### src/rtl/alu_pkg.sv
// alu_pkg: opcodes, ALU control codes and sequencer states shared by alu_seq
package alu_pkg;

    typedef enum logic [2:0] {
        OP_AND, OP_OR, OP_ADD, OP_SUB, OP_NOR, OP_NAND, OP_SLT, OP_MUL
    } op_t;

    typedef enum logic [1:0] {IDLE, EXEC, MUL, DONE} state_t;

    localparam logic [3:0] CTRL_AND  = 4'b0000;
    localparam logic [3:0] CTRL_OR   = 4'b0001;
    localparam logic [3:0] CTRL_ADD  = 4'b0010;
    localparam logic [3:0] CTRL_SUB  = 4'b0110;
    localparam logic [3:0] CTRL_NOR  = 4'b1100;
    localparam logic [3:0] CTRL_NAND = 4'b1101;

    localparam int MUL_STEPS = 32;

    // SLT is a SUB whose sign is post-processed; MUL steps through the adder
    function automatic logic [3:0] op_ctrl(input op_t op);
        return op == OP_AND  ? CTRL_AND  :
               op == OP_OR   ? CTRL_OR   :
               op == OP_NOR  ? CTRL_NOR  :
               op == OP_NAND ? CTRL_NAND :
               op == OP_SUB || op == OP_SLT ? CTRL_SUB : CTRL_ADD;
    endfunction

endpackage

### src/rtl/alu_seq.sv
// alu_seq: command sequencer driving an external ripple ALU, with SLT and shift-add MUL
module alu_seq
    import alu_pkg::*;
#(
    parameter int WIDTH = 32
) (
    input  logic             clk,
    input  logic             rst_n,
    input  logic             cmd_valid,
    output logic             cmd_ready,
    input  logic [2:0]       cmd_op,
    input  logic [WIDTH-1:0] cmd_a,
    input  logic [WIDTH-1:0] cmd_b,
    output logic             resp_valid,
    input  logic             resp_ready,
    output logic [WIDTH-1:0] resp_result,
    output logic             resp_zero,
    output logic             resp_cout,
    output logic             resp_overflow,
    output logic [WIDTH-1:0] alu_src1,
    output logic [WIDTH-1:0] alu_src2,
    output logic [3:0]       alu_ctrl,
    input  logic [WIDTH-1:0] alu_result,
    input  logic             alu_zero,
    input  logic             alu_cout,
    input  logic             alu_overflow
);

    state_t           state;
    op_t              op;
    logic [WIDTH-1:0] a, b, acc, mcand, mplier;
    logic [4:0]       cnt;
    logic             arith, slt;

    assign cmd_ready  = state == IDLE;
    assign resp_valid = state == DONE;
    assign arith      = op == OP_ADD || op == OP_SUB;
    assign slt        = alu_result[WIDTH-1] ^ alu_overflow;

    // ALU inputs are only non-zero while an operation is in flight
    always_comb begin
        alu_src1 = state == EXEC ? a : state == MUL ? acc : '0;
        alu_src2 = state == EXEC ? b : state == MUL ? (mplier[0] ? mcand : '0) : '0;
        alu_ctrl = state == EXEC ? op_ctrl(op) : state == MUL ? CTRL_ADD : 4'b0000;
    end

    // Sequencer FSM with operand, multiply and response registers
    always_ff @(posedge clk or negedge rst_n) begin
        if (!rst_n) begin
            state         <= IDLE;
            op            <= OP_AND;
            a             <= '0;
            b             <= '0;
            acc           <= '0;
            mcand         <= '0;
            mplier        <= '0;
            cnt           <= '0;
            resp_result   <= '0;
            resp_zero     <= 1'b0;
            resp_cout     <= 1'b0;
            resp_overflow <= 1'b0;
        end else begin
            case (state)
                IDLE: if (cmd_valid) begin
                    op     <= op_t'(cmd_op);
                    a      <= cmd_a;
                    b      <= cmd_b;
                    acc    <= '0;
                    mcand  <= cmd_a;
                    mplier <= cmd_b;
                    cnt    <= '0;
                    state  <= op_t'(cmd_op) == OP_MUL ? MUL : EXEC;
                end
                EXEC: begin
                    resp_result   <= op == OP_SLT ? {{(WIDTH-1){1'b0}}, slt} : alu_result;
                    resp_zero     <= op == OP_SLT ? ~slt : alu_zero;
                    resp_cout     <= arith & alu_cout;
                    resp_overflow <= arith & alu_overflow;
                    state         <= DONE;
                end
                MUL: begin
                    acc    <= alu_result;
                    mcand  <= mcand << 1;
                    mplier <= mplier >> 1;
                    cnt    <= cnt + 5'd1;
                    if (cnt == 5'(MUL_STEPS - 1)) begin
                        resp_result   <= alu_result;
                        resp_zero     <= alu_result == '0;
                        resp_cout     <= 1'b0;
                        resp_overflow <= 1'b0;
                        state         <= DONE;
                    end
                end
                DONE: if (resp_ready) state <= IDLE;
                default: state <= IDLE;
            endcase
        end
    end

endmodule

### config.mk
export PLATFORM = sky130hd
export DESIGN_NAME = alu_seq
export DESIGN_NICKNAME = d
export VERILOG_FILES = /design/src/rtl/alu_pkg.sv /design/src/rtl/alu_seq.sv
export SDC_FILE = /design/constraint.sdc
export NUM_CORES = 1
export LEC_CHECK = 0
export CORE_ASPECT_RATIO = 0.9
export CORE_MARGIN = 1.5
export CORE_UTILIZATION = 50
export CTS_CLUSTER_DIAMETER = 60
export CTS_CLUSTER_SIZE = 16
export DETAILED_ROUTE_END_ITERATION = 7
export GPL_TIMING_DRIVEN = 0
export HOLD_SLACK_MARGIN = 0.1
export PLACE_DENSITY = 0.8
export SKIP_CTS_REPAIR_TIMING = 1
export SYNTH_ARGS = -nofsm -noshare
export SYNTH_HDL_FRONTEND = slang
export SYNTH_SLANG_ARGS = --single-unit
### constraint.sdc
create_clock -name clk -period 2.43 [get_ports clk]
set_input_delay 0.486 -clock clk [delete_from_list [all_inputs] [get_ports clk]]
set_output_delay 0.486 -clock clk [all_outputs]
set_load 0.01 [all_outputs]
==> flow_summary.yaml, run 1 <==
run_status:
  status: "finished, violations left"
  violations: "setup timing"
sta:
  hold-worst-slack_ns: 0.485
  worst_pin_slew_ns: 0.626
  setup_viol_count_final: 76
  achievable_freq_mhz: 368
  report.final.slew_viol_count: 0
  post-route-period-util_pct: 112
  finalCriticalPeriod_ns: 2.72
  slack_of_the_critical_path_ns: -0.290
  skew_ns: 0.0102
  maxSlewHeadroom_pct: 58.3
  grt_setup_unrepaired: "yes"
  timing.final.hold_violations: 0
  setup_total_negative_slack_ns: -10.68
pwr:
  power_leakage_nw: 5.78
  worst_ir_drop_vdd_v: 0.000723
  power_density_mw_per_mm2: 1390
layout:
  design.final.nets: 1301
  final_layout_size_suffix_gt1_share_pct: 13.8
  num-fill-cells: 1446
  synthToLayoutAreaGrowth_pct: 34.2
  layout.cells.non_filler: 1430
  antenna_cells_inserted: 0
  utilization_pct: 69.0
grt:
  grtUsageTotal_pct: 29.2
  grt_start_max_net_pins: 126
  first_global_vias: 8046
  grt_first_pass_wirelength_um: 44400
  grt_antenna_before_repair: 0
  gr-total-overflow: 0
min_path:
  hold-path-endpoint: "b[2]$_DFFE_PN0P_"
  min_path_type: "reg2reg"
  min_delay_path_depth: 2
  min_from: "b[2]$_DFFE_PN0P_"
logic_synthesis:
  mappedNetlistNets: 1047
  yosysTopAreaCell: "sky130_fd_sc_hd__dfrtp_1"
  yosysWarnings: 0
  synthArstFlopShare_pct: 100
  synth_top_area_share_pct: 56.2
  count_of_flip_flops_with_a_built_in_enable_after_synthesis: 0
  synth.most_common_cell: "sky130_fd_sc_hd__nand2_1"
  synth_cell_type_count: 40
  postSynthRegisterBits: 205
  synth_seq_area_share_pct: 56.2
  netlist_instances: 934
  synth_common_cells: "sky130_fd_sc_hd__nand2_1, sky130_fd_sc_hd__dfrtp_1, sky130_fd_sc_hd__a22o_1"
  syn_area_mm2: 0.00912
  netlist_top_cells_area: "sky130_fd_sc_hd__dfrtp_1, sky130_fd_sc_hd__nand2_1, sky130_fd_sc_hd__a22o_1"
  synth_flop_cell: "sky130_fd_sc_hd__dfrtp_1"
  syn_avg_cell_area_um2: 9.76
worst_setup_path:
  critical-path-top-cell-by-count: "sky130_fd_sc_hd__buf_6"
  critical_path.top_delay_family: "buffers and inverters"
  worst-endpoint-required_ns: 1.94
  path_cells: "buf_6 > ha_4 > buf_6 > inv_8 > nor2_4 > and2_4 > buf_12 > buf_8 > a22o_1 > clkbuf_2"
  crit_fanout: 8
  regToRegEndpoint: "b[20]$_DFFE_PN0P_"
  critical_path.max_stage_delay_ns: 0.39
  setup.worst_path.class: "reg2out"
  worst_setup_path_start_kind: "flip-flop"
  worst-r2r-cell-count: 11
  crit_cells: 10
  crit_path_top_delay_cell: "sky130_fd_sc_hd__dfrtp_1"
  critical_path_data_arrival_time_ns: 2.23
  critical_r2r_launch: "state[0]$_DFFE_PN0P_"
  regToRegSetupSlack_ns: -0.03
  crit_path_end_kind: "output port"
  path_buf_inv: 6
placement:
  detailedPlacementHpwl_um: 20600
  dpl_worst_slack_ns: -0.935
  final_gp_congestion: 0.865
  port_buffers: 210
  dp_cells: 1385
routing:
  drtAntennaViolNets: 0
  wl_um: 28800
  initialDrtViolationCount: 543
  drt-pass1-iter-count: 5
  drc: 0
  via_per_inst: 5.71
  route.met3.wl_um: 2600
  met2_length_um: 13300
  wirelength_met1_um: 12200
  highest_signal_layer: "met4"
  num_vias: 8172
  route.detailed.wl_per_inst_um: 20.1
floorplanning:
  initial_core_util_pct: 51.4
  io_pins: 211
  horizontal_extent_of_the_die_um: 145
  dieHeight_um: 131
  placementRows: 46
  die_area_mm2: 0.0191
  floorplan.core_area_mm2: 0.0177
clock_network:
  ctsHtreeMaxLevel: 1
  tritoncts: "done"
  clk-insertion-delay-late_ns: 0.48
  clkSlewWorstSetupHoldPaths_ns: 0.07
  clockBufferDepth: 3
  tritoncts_num_sinks: 205
  root_buffer: "sky130_fd_sc_hd__clkbuf_16"
  cts_made_buffers: 16
flow_run:
  cap_viol_max_count: 0
## cells by family after synthesis
kind of cell | after synthesis | synth area share, %
AND/OR/NAND/NOR | 336 | 14.9
AO/OA/AOI/OAI | 269 | 20.0
flip-flops | 205 | 56.2
buffers and inverters | 78 | 3.58
multiplexers | 37 | 4.13
adder cells (fa/ha/maj) | 7 | 0.960
XOR/XNOR | 2 | 0.192
## cell type report
class	count	area, um2	area share (%)
Tap cell	240	300	2.45
Timing Repair Buffer	236	2190	17.9
Buffer	74	434	3.55
Sequential cell	205	5130	41.9
Multi-Input combinational cell	651	3720	30.4
Inverter	4	22.5	0.184
Clock buffer	20	437	3.57
## placed cells by master, fill, tap and decap left out, drive strengths merged, types with 32 or more instances in the layout
master | netlist | layout
a21oi | 32 | 32
a22o | 102 | 102
buf | 31 | 109
clkbuf | 43 | 76
clkdlybuf4s50 | 0 | 139
dfrtp | 205 | 205
mux2i | 35 | 35
nand2 | 303 | 303
o21ai | 70 | 70
o22ai | 58 | 58
## sequential cells by signal, summed over array words and instances (netlist names)
| name | cells |
|---|---|
| a | 32 |
| acc | 32 |
| b | 32 |
| mcand | 32 |
| mplier | 32 |
| resp_result | 32 |
| cnt | 5 |
| op | 3 |
| state | 2 |
| resp_cout | 1 |
| resp_overflow | 1 |
| resp_zero | 1 |
## metal layers
| metal | track usage (%) | up-vias |
|---|---|---|
| met3 | 7.43 | 52 |
| met2 | 46.4 | 363 |
| met4 | 7.60 | 0 |
| met5 | 0 | - |
| li1 | - | 3779 |
| met1 | 40.0 | 3978 |
## worst max path at each step
stage / from / end
after floorplan: state[0]$_DFFE_PN0P_ / alu_src2[10]
after global placement: rst_n / resp_result[17]$_DFFE_PN0P_
after detailed placement: state[0]$_DFFE_PN0P_ / alu_src2[25]
after CTS: state[0]$_DFFE_PN0P_ / alu_src2[25]
after global routing: state[0]$_DFFE_PN0P_ / alu_src2[14]
final: state[1]$_DFFE_PN0P_ / alu_src2[22]
## power breakdown
group	internal, mW	leakage [nW]	total, mW	switching (mW)
combinational	3.90	3.07	8.41	4.51
clock	1.26	0.213	2.43	1.17
sequential	4.99	2.50	6.12	1.13
total	10.1	5.78	17.0	6.81
## through the flow
| stage | power (mW) | instance area (um2) |
|---|---|---|
| 4_1_cts | 16.5 | 12000 |
| 3_5_place_dp | 14.0 | 11600 |
| 5_1_grt | 18.0 | 12200 |
| 6_report | 17.0 | 12200 |
| 2_1_floorplan | 10.5 | 9120 |
| 3_3_place_gp | 13.8 | 11500 |
## worst register-to-register path, delay by kind of cell (launching register included)
kind	cells	cell delay, ns
buffers and inverters	7	1.50
adders and majority gates	1	0.16
and+or+nand+nor	3	0.32
DFF	1	0.42
(Power assumes the default switching activity.)
==> run 2, diff against run 1 <==
CTS_BUF_LIST = sky130_fd_sc_hd__clkbuf_16   (was default)
==> run 2 against run 1 <==
  * The run still ends with setup timing left
  * Clock power hardly changed
  * Die area unchanged
  * Clock skew is 0.00068 ns higher
  * Hold slack hardly changed
==> flow_summary.yaml, run 2 (same netlist as run 1, synthesis figures left out) <==
run_status:
  status: "finished, violations left"
  violations: "setup timing"
worst_setup_path:
  worst-r2r-cell-count: 11
  startpoint: "state[1]$_DFFE_PN0P_"
  setup.worst_path.class: "reg2out"
  crit_path_end_kind: "output port"
  regToRegEndpoint: "b[20]$_DFFE_PN0P_"
  crit_fanout: 8
  regToRegSetupSlack_ns: -0.03
  critical_r2r_launch: "state[0]$_DFFE_PN0P_"
  worst_setup_path_start_kind: "flip-flop"
  worst-endpoint-required_ns: 1.94
  critical_path_data_arrival_time_ns: 2.23
grt:
  grt.met2_usage_pct: 46.4
  grtUsageTotal_pct: 29.2
  grt_start_max_net_pins: 126
  grt_antenna_before_repair: 0
  grt.met1_usage_pct: 40.0
  grt_use_met3_pct: 7.43
  first_global_vias: 8051
  gr-total-overflow: 0
  gr-max-usage-layer: "met2"
  grt_first_pass_wirelength_um: 44400
placement:
  detailedPlacementHpwl_um: 20600
  dpl_worst_slack_ns: -0.935
  final_gp_congestion: 0.865
  dp_cells: 1385
  port_buffers: 210
clock_network:
  clkSlewWorstSetupHoldPaths_ns: 0.08
  clockBufferDepth: 3
  root_buffer: "sky130_fd_sc_hd__clkbuf_16"
  clk-insertion-delay-late_ns: 0.48
  tritoncts_num_sinks: 205
  cts_made_buffers: 16
  ctsHtreeMaxLevel: 1
  tritoncts: "done"
routing:
  route.detailed.wl_per_inst_um: 20.1
  wl_um: 28700
  drt-pass1-iter-count: 5
  num_vias: 8188
  drc: 0
  via_per_inst: 5.73
  drtAntennaViolNets: 0
  initialDrtViolationCount: 516
sta:
  report.final.slew_viol_count: 0
  setup_viol_count_final: 72
  slack_of_the_critical_path_ns: -0.283
  maxSlewHeadroom_pct: 55.2
  achievable_freq_mhz: 369
  worst_pin_slew_ns: 0.672
  grt_setup_unrepaired: "yes"
  finalCriticalPeriod_ns: 2.71
  skew_ns: 0.0109
  hold-worst-slack_ns: 0.485
  post-route-period-util_pct: 112
  timing.final.hold_violations: 0
floorplanning:
  dieHeight_um: 131
  die_area_mm2: 0.0191
  io_pins: 211
  initial_core_util_pct: 51.4
  placementRows: 46
  horizontal_extent_of_the_die_um: 145
  floorplan.core_area_mm2: 0.0177
pwr:
  power_leakage_nw: 5.79
  pint_mw: 10.1
  power_density_mw_per_mm2: 1390
  power.net_switching_mw: 6.82
  clock_power_share_pct: 14.3
  worst_ir_drop_vdd_v: 0.000724
  power.switching_fraction_pct: 40.2
  seq_power_share_pct: 36.1
  combinationalPowerShare_pct: 49.6
layout:
  commonest_non_fill_non_tap_cell_in_the_layout: "sky130_fd_sc_hd__nand2_1"
  antenna_cells_inserted: 0
  num-fill-cells: 1444
  layout.cells.non_filler: 1430
  final_layout_size_suffix_gt1_share_pct: 13.8
  final_cell_mix: "sky130_fd_sc_hd__nand2_1, sky130_fd_sc_hd__dfrtp_1, sky130_fd_sc_hd__clkdlybuf4s50_1"
  synthToLayoutAreaGrowth_pct: 34.2
  design.final.nets: 1301
min_path:
  min_from: "resp_result[26]$_DFFE_PN0P_"
  min_delay_path_depth: 2
  hold-path-endpoint: "resp_result[26]$_DFFE_PN0P_"
  min_path_type: "reg2reg"
flow_run:
  cap_viol_max_count: 0
==> run 2: worst max path at each step <==
stage                             endpoint  cells after the start
6_report                      alu_src2[25]                     10
5_1_grt                       alu_src2[14]                     10
4_1_cts                       alu_src2[25]                     10
3_5_place_dp                  alu_src2[25]                     10
3_3_place_gp   resp_result[17]$_DFFE_PN0P_                      1
2_1_floorplan                 alu_src2[10]                      9
==> run 2: final cells by class <==
type                    instances  area, um2  share of cell area (%)
inverters                       4       22.5                   0.184
clock inverters                 3       11.3                  0.0920
multi-input cells             651       3720                    30.4
repair buffers                236       2190                    17.9
well taps                     240        300                    2.45
plain buffers                  74        434                    3.55
flip-flops and latches        205       5130                    41.9
clock buffers                  17        425                    3.48
==> run 2: critical path, stage by stage, from the launching register on <==
cell	delay [ns]
sky130_fd_sc_hd__dfrtp_1	0.41
sky130_fd_sc_hd__buf_6	0.14
sky130_fd_sc_hd__ha_4	0.15
sky130_fd_sc_hd__buf_6	0.13
sky130_fd_sc_hd__inv_8	0.06
sky130_fd_sc_hd__nor2_4	0.04
sky130_fd_sc_hd__and2_4	0.14
sky130_fd_sc_hd__buf_12	0.15
sky130_fd_sc_hd__clkbuf_16	0.16
sky130_fd_sc_hd__a22o_4	0.23
sky130_fd_sc_hd__clkbuf_2	0.13
==> run 2: metrics by stage <==
stage                     utilization, %  setup TNS, ns  instance area [um2]  total power, mW
after detailed placement            65.2         -49.60                11600             14.0
after floorplan                        -              0                 9120             10.5
after global placement              65.0       -1602.52                11500             13.8
final                               69.0         -11.03                12200             17.0
after CTS                           67.6         -84.69                12000             16.5
after global routing                69.0         -18.31                12200             18.0
==> run 2: power groups by stage <==
stage / sequential, mW / combinational [mW] / clock (mW)
6_report: 6.12 / 8.41 / 2.43
5_1_grt: 6.30 / 9.12 / 2.57
4_1_cts: 6.08 / 7.98 / 2.43
3_5_place_dp: 6.10 / 7.94 / 0
3_3_place_gp: 6.08 / 7.69 / 0
2_1_floorplan: 5.89 / 4.62 / 0
==> run 2: layer usage <==
| layer | part of all wire (%) | vias up |
|---|---|---|
| met1 | 42 | 3960 |
| met2 | 46 | 395 |
| met5 | 0 | - |
| li1 | - | 3786 |
| met3 | 9.0 | 47 |
| met4 | 2.2 | 0 |
